## config.mk

```make
export PLATFORM = sky130hd
export DESIGN_NAME = ps2_rx_fifo
export DESIGN_NICKNAME = d
export VERILOG_FILES = /design/src/rtl/ps2_rx_fifo.sv
export SDC_FILE = /design/constraint.sdc
export NUM_CORES = 1
export LEC_CHECK = 0
export CORE_MARGIN = 2
export CORE_UTILIZATION = 63
export CTS_BUF_LIST = sky130_fd_sc_hd__clkbuf_4 sky130_fd_sc_hd__clkbuf_8
export CTS_CLUSTER_SIZE = 10
export DETAILED_ROUTE_END_ITERATION = 16
export HOLD_SLACK_MARGIN = 0.03
export PLACE_DENSITY = 0.8
export SLEW_MARGIN = 20
export SYNTH_ARGS = -nofsm -noshare
export SYNTH_HDL_FRONTEND = slang
export SYNTH_SLANG_ARGS = --single-unit
```

## constraint.sdc

```tcl
create_clock -name clk_i -period 3.2 [get_ports clk_i]
set_input_delay 0.64 -clock clk_i [delete_from_list [all_inputs] [get_ports clk_i]]
set_output_delay 0.64 -clock clk_i [all_outputs]
set_load 0.02 [all_outputs]
```

## src/rtl/ps2_rx_fifo.sv

```systemverilog
// PS/2 device-to-host receiver: pad synchronisers, glitch filters, 11-bit deframer,
// first-word-fall-through receive FIFO, sticky error flags and a level interrupt.
module ps2_rx_fifo #(
    parameter int unsigned FIFO_DEPTH  = 8,
    parameter int unsigned FILT_LEN    = 4,
    parameter int unsigned TIMEOUT_CYC = 24000
) (
    input  logic                          clk_i,
    input  logic                          rst_n_i,
    input  logic                          en_i,
    input  logic                          ps2_clk_i,
    input  logic                          ps2_dat_i,
    input  logic                          rd_en_i,
    input  logic                          clr_i,
    output logic [7:0]                    dat_o,
    output logic                          valid_o,
    output logic [$clog2(FIFO_DEPTH):0]   cnt_o,
    output logic                          par_err_o,
    output logic                          frm_err_o,
    output logic                          ovf_o,
    output logic                          irq_o
);

    localparam int unsigned AW = $clog2(FIFO_DEPTH);
    localparam int unsigned FW = $clog2(FILT_LEN + 1);
    localparam int unsigned TW = $clog2(TIMEOUT_CYC + 1);

    typedef enum logic [1:0] {StIdle, StData, StParity, StStop} state_e;

    // Index 0 is the PS/2 clock line, index 1 the data line.
    logic [1:0]         sync1_q, sync2_q;
    logic [1:0]         filt_q, filt_d;
    logic [1:0][FW-1:0] fcnt_q, fcnt_d;
    logic               filt_dly_q;
    logic               fe;
    logic               dat_f;

    state_e         state_q, state_d;
    logic [2:0]     bit_cnt_q, bit_cnt_d;
    logic [7:0]     shreg_q, shreg_d;
    logic           par_q, par_d;
    logic [TW-1:0]  to_cnt_q, to_cnt_d;
    logic           push_q, push_d;
    logic           frm_set, par_set;

    logic [7:0]     mem_q [FIFO_DEPTH];
    logic [AW:0]    wr_ptr_q, rd_ptr_q;
    logic [AW:0]    cnt;
    logic           empty, full, pop, push, ovf_set;
    logic           par_err_q, frm_err_q, ovf_q;

    // ---------------------------------------------------------------- input path
    always_ff @(posedge clk_i or negedge rst_n_i) begin
        if (!rst_n_i) begin
            sync1_q    <= 2'b11;
            sync2_q    <= 2'b11;
            filt_q     <= 2'b11;
            fcnt_q     <= '0;
            filt_dly_q <= 1'b1;
        end else begin
            sync1_q    <= {ps2_dat_i, ps2_clk_i};
            sync2_q    <= sync1_q;
            filt_q     <= filt_d;
            fcnt_q     <= fcnt_d;
            filt_dly_q <= filt_q[0];
        end
    end

    // A line only changes after FILT_LEN consecutive disagreeing samples.
    always_comb begin
        filt_d = filt_q;
        fcnt_d = '0;
        for (int i = 0; i < 2; i++) begin
            if (sync2_q[i] != filt_q[i]) begin
                if (fcnt_q[i] == FW'(FILT_LEN - 1)) begin
                    filt_d[i] = sync2_q[i];
                end else begin
                    fcnt_d[i] = fcnt_q[i] + FW'(1);
                end
            end
        end
    end

    assign fe    = filt_dly_q & ~filt_q[0];
    assign dat_f = filt_q[1];

    // ---------------------------------------------------------------- deframer
    always_ff @(posedge clk_i or negedge rst_n_i) begin
        if (!rst_n_i) begin
            state_q   <= StIdle;
            bit_cnt_q <= '0;
            shreg_q   <= '0;
            par_q     <= 1'b0;
            to_cnt_q  <= '0;
            push_q    <= 1'b0;
        end else begin
            state_q   <= state_d;
            bit_cnt_q <= bit_cnt_d;
            shreg_q   <= shreg_d;
            par_q     <= par_d;
            to_cnt_q  <= to_cnt_d;
            push_q    <= push_d;
        end
    end

    always_comb begin
        state_d   = state_q;
        bit_cnt_d = bit_cnt_q;
        shreg_d   = shreg_q;
        par_d     = par_q;
        to_cnt_d  = to_cnt_q + TW'(1);
        push_d    = 1'b0;
        frm_set   = 1'b0;
        par_set   = 1'b0;
        if (!en_i) begin
            state_d  = StIdle;
            to_cnt_d = '0;
        end else begin
            if (fe) begin
                to_cnt_d = '0;
            end
            unique case (state_q)
                StIdle: begin
                    to_cnt_d = '0;
                    if (fe) begin
                        if (!dat_f) begin
                            state_d   = StData;
                            bit_cnt_d = '0;
                        end else begin
                            frm_set = 1'b1;
                        end
                    end
                end
                StData: begin
                    if (fe) begin
                        shreg_d[bit_cnt_q] = dat_f;
                        bit_cnt_d          = bit_cnt_q + 3'd1;
                        if (bit_cnt_q == 3'd7) begin
                            state_d = StParity;
                        end
                    end
                end
                StParity: begin
                    if (fe) begin
                        par_d   = dat_f;
                        state_d = StStop;
                    end
                end
                StStop: begin
                    if (fe) begin
                        if (dat_f) begin
                            if (^{shreg_q, par_q}) begin
                                push_d = 1'b1;
                            end else begin
                                par_set = 1'b1;
                            end
                        end else begin
                            frm_set = 1'b1;
                        end
                        state_d = StIdle;
                    end
                end
                default: state_d = StIdle;
            endcase
            // Inter-edge timeout abandons the partial frame.
            if (state_q != StIdle && !fe && to_cnt_q >= TW'(TIMEOUT_CYC - 1)) begin
                frm_set  = 1'b1;
                state_d  = StIdle;
                to_cnt_d = '0;
            end
        end
    end

    // ---------------------------------------------------------------- FIFO
    assign cnt     = wr_ptr_q - rd_ptr_q;
    assign empty   = (cnt == '0);
    assign full    = (cnt == (AW + 1)'(FIFO_DEPTH));
    assign pop     = rd_en_i & ~empty;
    assign push    = push_q & (~full | pop);
    assign ovf_set = push_q & full & ~pop;

    always_ff @(posedge clk_i or negedge rst_n_i) begin
        if (!rst_n_i) begin
            wr_ptr_q <= '0;
            rd_ptr_q <= '0;
            for (int i = 0; i < int'(FIFO_DEPTH); i++) begin
                mem_q[i] <= '0;
            end
        end else if (clr_i) begin
            wr_ptr_q <= '0;
            rd_ptr_q <= '0;
        end else begin
            if (push) begin
                mem_q[wr_ptr_q[AW-1:0]] <= shreg_q;
                wr_ptr_q                <= wr_ptr_q + (AW + 1)'(1);
            end
            if (pop) begin
                rd_ptr_q <= rd_ptr_q + (AW + 1)'(1);
            end
        end
    end

    always_ff @(posedge clk_i or negedge rst_n_i) begin
        if (!rst_n_i) begin
            par_err_q <= 1'b0;
            frm_err_q <= 1'b0;
            ovf_q     <= 1'b0;
        end else if (clr_i) begin
            par_err_q <= 1'b0;
            frm_err_q <= 1'b0;
            ovf_q     <= 1'b0;
        end else begin
            par_err_q <= par_err_q | par_set;
            frm_err_q <= frm_err_q | frm_set;
            ovf_q     <= ovf_q | ovf_set;
        end
    end

    assign dat_o     = mem_q[rd_ptr_q[AW-1:0]];
    assign valid_o   = ~empty;
    assign cnt_o     = cnt;
    assign par_err_o = par_err_q;
    assign frm_err_o = frm_err_q;
    assign ovf_o     = ovf_q;
    assign irq_o     = valid_o | par_err_q | frm_err_q | ovf_q;

endmodule

```

# ---- Word-level counts from Yosys, hierarchy flattened
# Index checks and enable logic that the tools add are counted.
dict set report totals {
  reg_bits 118
  in_bits 7
  out_inout_bits 17
  word_cells 149
}
dict set report op_classes {
  n_addsub 7
  n_lt_le_gt_ge 6
  n_eq_ne 18
  n_mux 54
  bitwise 19
  n_reduce_logical 19
}
# op count
set ops {}
lappend ops {{$bwmux W64} 1}
lappend ops {{$mux W15} 4}
lappend ops {{$bmux W8 S3} 1}
lappend ops {{$demux W8 S3} 1}
lappend ops {{$mux W8} 3}
lappend ops {{$ne A4 B4 Y1 const B} 6}
lappend ops {{$mux W3} 7}
lappend ops {{$mux W1} 20}
lappend ops {{$mux W2} 8}
lappend ops {{$mux W4} 4}
lappend ops {{$add A15 B1 Y15 const B} 1}
lappend ops {{$ge A15 B15 Y1 const B} 1}
lappend ops {{$add A3 B1 Y3 const B} 3}
lappend ops {{$reduce_xor A9 Y1} 1}
lappend ops {{$add A4 B1 Y4 const B} 2}
lappend ops {{$bwmux W8} 1}
lappend ops {{$ge A4 B4 Y1 const B} 2}
lappend ops {{$not A3 Y4} 2}
lappend ops {{$pmux W2 S4} 1}
lappend ops {{$reduce_bool A2 Y1} 4}
lappend ops {{$or A1 B1 Y1} 7}
lappend ops {{$eq A3 B2 Y1 const B} 2}
lappend ops {{$ne A2 B2 Y1 const B} 3}
lappend ops {{$pmux W3 S2} 1}
lappend ops {{other kinds (21)} 37}

# ---- Longest topological paths before layout
dict set report depth {
  word_depth 9
  ltp_mapped 10
  depth_no_buf 8
}

# ---- Least setup slack after synthesis
# Ideal clock, no wire load.
dict set report synth_timing {
  path_type {register to output}
  start {reg rd_ptr_q[1]}
  end {out irq_o}
  arrival_ps 2512
  required_ps 2560
  slack_ps 48
  stages_incl_launch_ff 10
  path_buffers 2
  cell_sequence {dfrtp_1 > clkbuf_1 > clkbuf_1 > inv_1 > ha_1 > nand3b_1 > and3_4 > nor2_1 > nand2_1 > or4_1}
}
dict set report synth_via {
  elab_chain_cells 6
}
# item line
set synth_lines {}
lappend synth_lines {{from (decl)} 47} ;# logic [AW:0] wr_ptr_q, rd_ptr_q;
lappend synth_lines {{from (signal assigned)} 198} ;# rd_ptr_q <= rd_ptr_q + (AW + 1)'(1);
lappend synth_lines {{$sub A4 B4 Y4} 175} ;# assign cnt = wr_ptr_q - rd_ptr_q;
lappend synth_lines {{$logic_not A4 Y1} 176} ;# assign empty = (cnt == '0);
lappend synth_lines {{$not A1 Y1} 220} ;# assign valid_o = ~empty;
lappend synth_lines {{via valid_o} 16} ;# output logic valid_o,
lappend synth_lines {{$or A1 B1 Y1 (3 in a row)} 225} ;# assign irq_o = valid_o | par_err_q | frm_err_q | ovf_q;
lappend synth_lines {{to (decl)} 21} ;# output logic irq_o
# The timed path passes the listed nets, and every way through them passes these cells.

# ---- Final worst setup path
dict set report layout_timing {
  start {reg wr_ptr_q[0]}
  end {out cnt_o[2]}
}
dict set report layout_via {
  elab_chain_cells 1
}
# item line
set layout_lines {}
lappend layout_lines {{from (decl)} 47}
lappend layout_lines {{from (signal assigned)} 195} ;# wr_ptr_q <= wr_ptr_q + (AW + 1)'(1);
lappend layout_lines {{$sub A4 B4 Y4} 175}
lappend layout_lines {{to (decl)} 17} ;# output logic [$clog2(FIFO_DEPTH):0] cnt_o,
# No other way between the ends.

==> metrics <==
initial antenna violation count 0; R2R Setup Slk 0.41 ns; Core Util, Final 73.2%; r2r worst-path depth 9; drt initial violations 225; Fin. Hold Viols 0; count leader, synth dfrtp_1; RSZ-0062 raised after global routing no; peak supply drop 0.425 mV; fin area 0.00667 mm^2; Final Power 4.53 mW; Worst Path Max Fanout 3; aggregate routed wire length 12400 um; Cell Chain, Critical Path inv_1 > ha_1 > fa_1 > xnor2_1 > buf_4 > clkdlybuf4s50_1; slowest CP cell clkdlybuf4s50_1; share of the synthesized area in the top cell type 47.6%; period utilization 97.5%; post-route antenna net violation count 0; Post-Syn Area 0.00583 mm^2; io pins 24; hold_buf cts 0; CTS Sinks 118; Post-synth top flop dfrtp_1; pin count of the biggest net entering global routing 63; synthesized flop and latch total 118; CTS root buffer clkbuf_8; sequential area share after synthesis 50.8%; critical path arrival 2.48 ns; Setup TNS 0 ns; area of placed instances 0.00622 mm^2; Avg Cell Area, Syn 11.9 um^2; setup violators final 0; width of the die 100 um; r2r endpoint mem_q[19]$_DFFE_PN0P_; n_diodes 0; Via-to-Cell Ratio 6.33; IO buf count 23; drt wl/cell 19.1 um; htree depth 4; Skew-Pair Late Insertion Delay 0.43 ns; Net Count, Synth 513; CTS buffer count 17; initial core utilization 64.0%; mux cell area share after synthesis 8.47%; Die Y 100 um; Compound-Gate Fraction of Synth Area 14.1%; synthesis warning total 0; post-layout min period 3.12 ns; post-CTS setup buffers 0; Pleak 2.85 nW; share of cells above drive strength 1 19.5%; post-detail-place hpwl 8590 um; P&R area growth vs syn 14.4%; first-pass GRT wire length 21100 um; GPL Wtd Cong 0.860; largest family of logic cells by synthesized area simple AND/OR/NAND/NOR gates; PostCTS Resize Cnt 5; startpoint type of the worst setup path flop; status complete, no violations; top area cells in the synthesized netlist dfrtp_1 (48%), mux4_2 (6.2%), a22o_1 (5.3%); Worst R2R Start wr_ptr_q[0]$_DFFE_PN0P_; vias in the first global route 4288; Power per Cell Area 679 mW/mm^2; Setup CP Type flop to output port; max_slew headroom 42.1%; Yosys cell types 55; CP bufs+invs 3; clk buf depth 2; Worst-Margin Slew 0.866 ns; Max-Cap Viols 0; Critical Path Max Stage Delay 0.59 ns; min-delay worst type input pin to asynchronous set/reset pin; Adder-Cell Fraction of Synth Area 3.56%; required time of the critical path 2.56 ns; Post-synth EDFFs 0; DIE AREA 0.0100 mm^2; drt pass-1 iters 5; CP endpoint kind output port; core area 0.00911 mm^2; CTS tree yes; most frequent cells after synthesis dfrtp_1 (111), nand2_1 (51), nor2_1 (38), a22o_1 (35), o2bb2ai_1 (32); ys async rst share 100%; Core Rows 35; grt total ovfl 0; Simple-Gate Fraction of Synth Area 16.4%; fmax 321 MHz; Max Slew Vio Count 0; Hold WS 0.263 ns; Mapped Cells 490; layout net count 549; Tot GR Track Use 26.7%; DRC 0; Crit path max-delay family buffers and inverters; final clock skew 0.0121 ns; Worst-path clk slew 0.08 ns; via count 4116; Synth area leader dfrtp_1; XOR/XNOR share of the synthesized area 4.29%
==> per-layer routing <==
layer / vias to the layer above / global-route usage, % / part of all wire (%)
met5: - / 0 / 0
met4: 0 / 9.06 / 1.5
met3: 19 / 6.41 / 4.6
met2: 114 / 45.5 / 52
met1: 2097 / 33.7 / 42
li1: 1886 / - / -
==> registers in the layout, indices dropped and copies added (netlist names) <==
name and count:
push_q 1, shreg_q 8, sync2_q 2, ovf_o 1, filt_q 2, frm_err_o 1
state_q 2, wr_ptr_q 4, par_q 1, filt_dly_q 1, rd_ptr_q 4, bit_cnt_q 3
to_cnt_q 15, sync1_q 2, par_err_o 1, fcnt_q 6, mem_q 64
==> metrics by stage <==
stage / setup WS [ns] / instances
floorplan: 0.0479 / 490
global placement: 0.219 / 618
detailed placement: 0.131 / 618
CTS: 0.00222 / 650
global route: 0.00354 / 650
finish: 0.0801 / 650
==> cells in the final DEF (no fill, tap or decap), types with 11 or more instances in the layout <==
cell type,instances
dfrtp_1,111
nand2_1,51
nor2_1,37
a22o_1,35
o2bb2ai_1,32
clkbuf_8,20
clkdlybuf4s50_1,20
nand3_1,16
mux4_2,16
xnor2_1,15
ha_1,15
a21oi_1,14
inv_1,13
buf_4,13
xor2_1,11
mux2_2,11
==> power breakdown <==
| part | switching, mW | internal [mW] |
|---|---|---|
| Clock | 0.653 | 0.847 |
| Sequential | 0.120 | 1.61 |
| Combinational | 0.714 | 0.580 |
| Total | 1.49 | 3.04 |
==> cells by family after synthesis <==
| kind of cell | Yosys count |
|---|---|
| flip-flops | 118 |
| buffers and inverters | 33 |
| multiplexers | 28 |
| AND/OR/NAND/NOR | 165 |
| XOR/XNOR | 27 |
| adder cells (fa/ha/maj) | 16 |
| AO/OA/AOI/OAI | 103 |
==> worst max-delay path by stage <==
stage	cells after the start	startpoint	endpoint	slack [ns]
2_1_floorplan	9	rd_ptr_q[1]$_DFFE_PN0P_	irq_o	0.05
3_3_place_gp	8	wr_ptr_q[0]$_DFFE_PN0P_	irq_o	0.22
3_5_place_dp	7	wr_ptr_q[2]$_DFFE_PN0P_	irq_o	0.13
4_1_cts	8	wr_ptr_q[0]$_DFFE_PN0P_	irq_o	0.002
5_1_grt	8	wr_ptr_q[0]$_DFFE_PN0P_	irq_o	0.004
6_report	6	wr_ptr_q[0]$_DFFE_PN0P_	cnt_o[2]	0.08
==> cell type report <==
| type | instances | area (um^2) |
|---|---|---|
| Clock buffer | 20 | 275 |
| Clock inverter | 12 | 166 |
| Fill cell | 614 | 2440 |
| Inverter | 14 | 52.6 |
| Multi-Input combinational cell | 339 | 2740 |
| Sequential cell | 118 | 2960 |
| Tap cell | 111 | 139 |
| Timing Repair Buffer | 36 | 335 |
No activity file was read; power rests on OpenSTA's default activity.
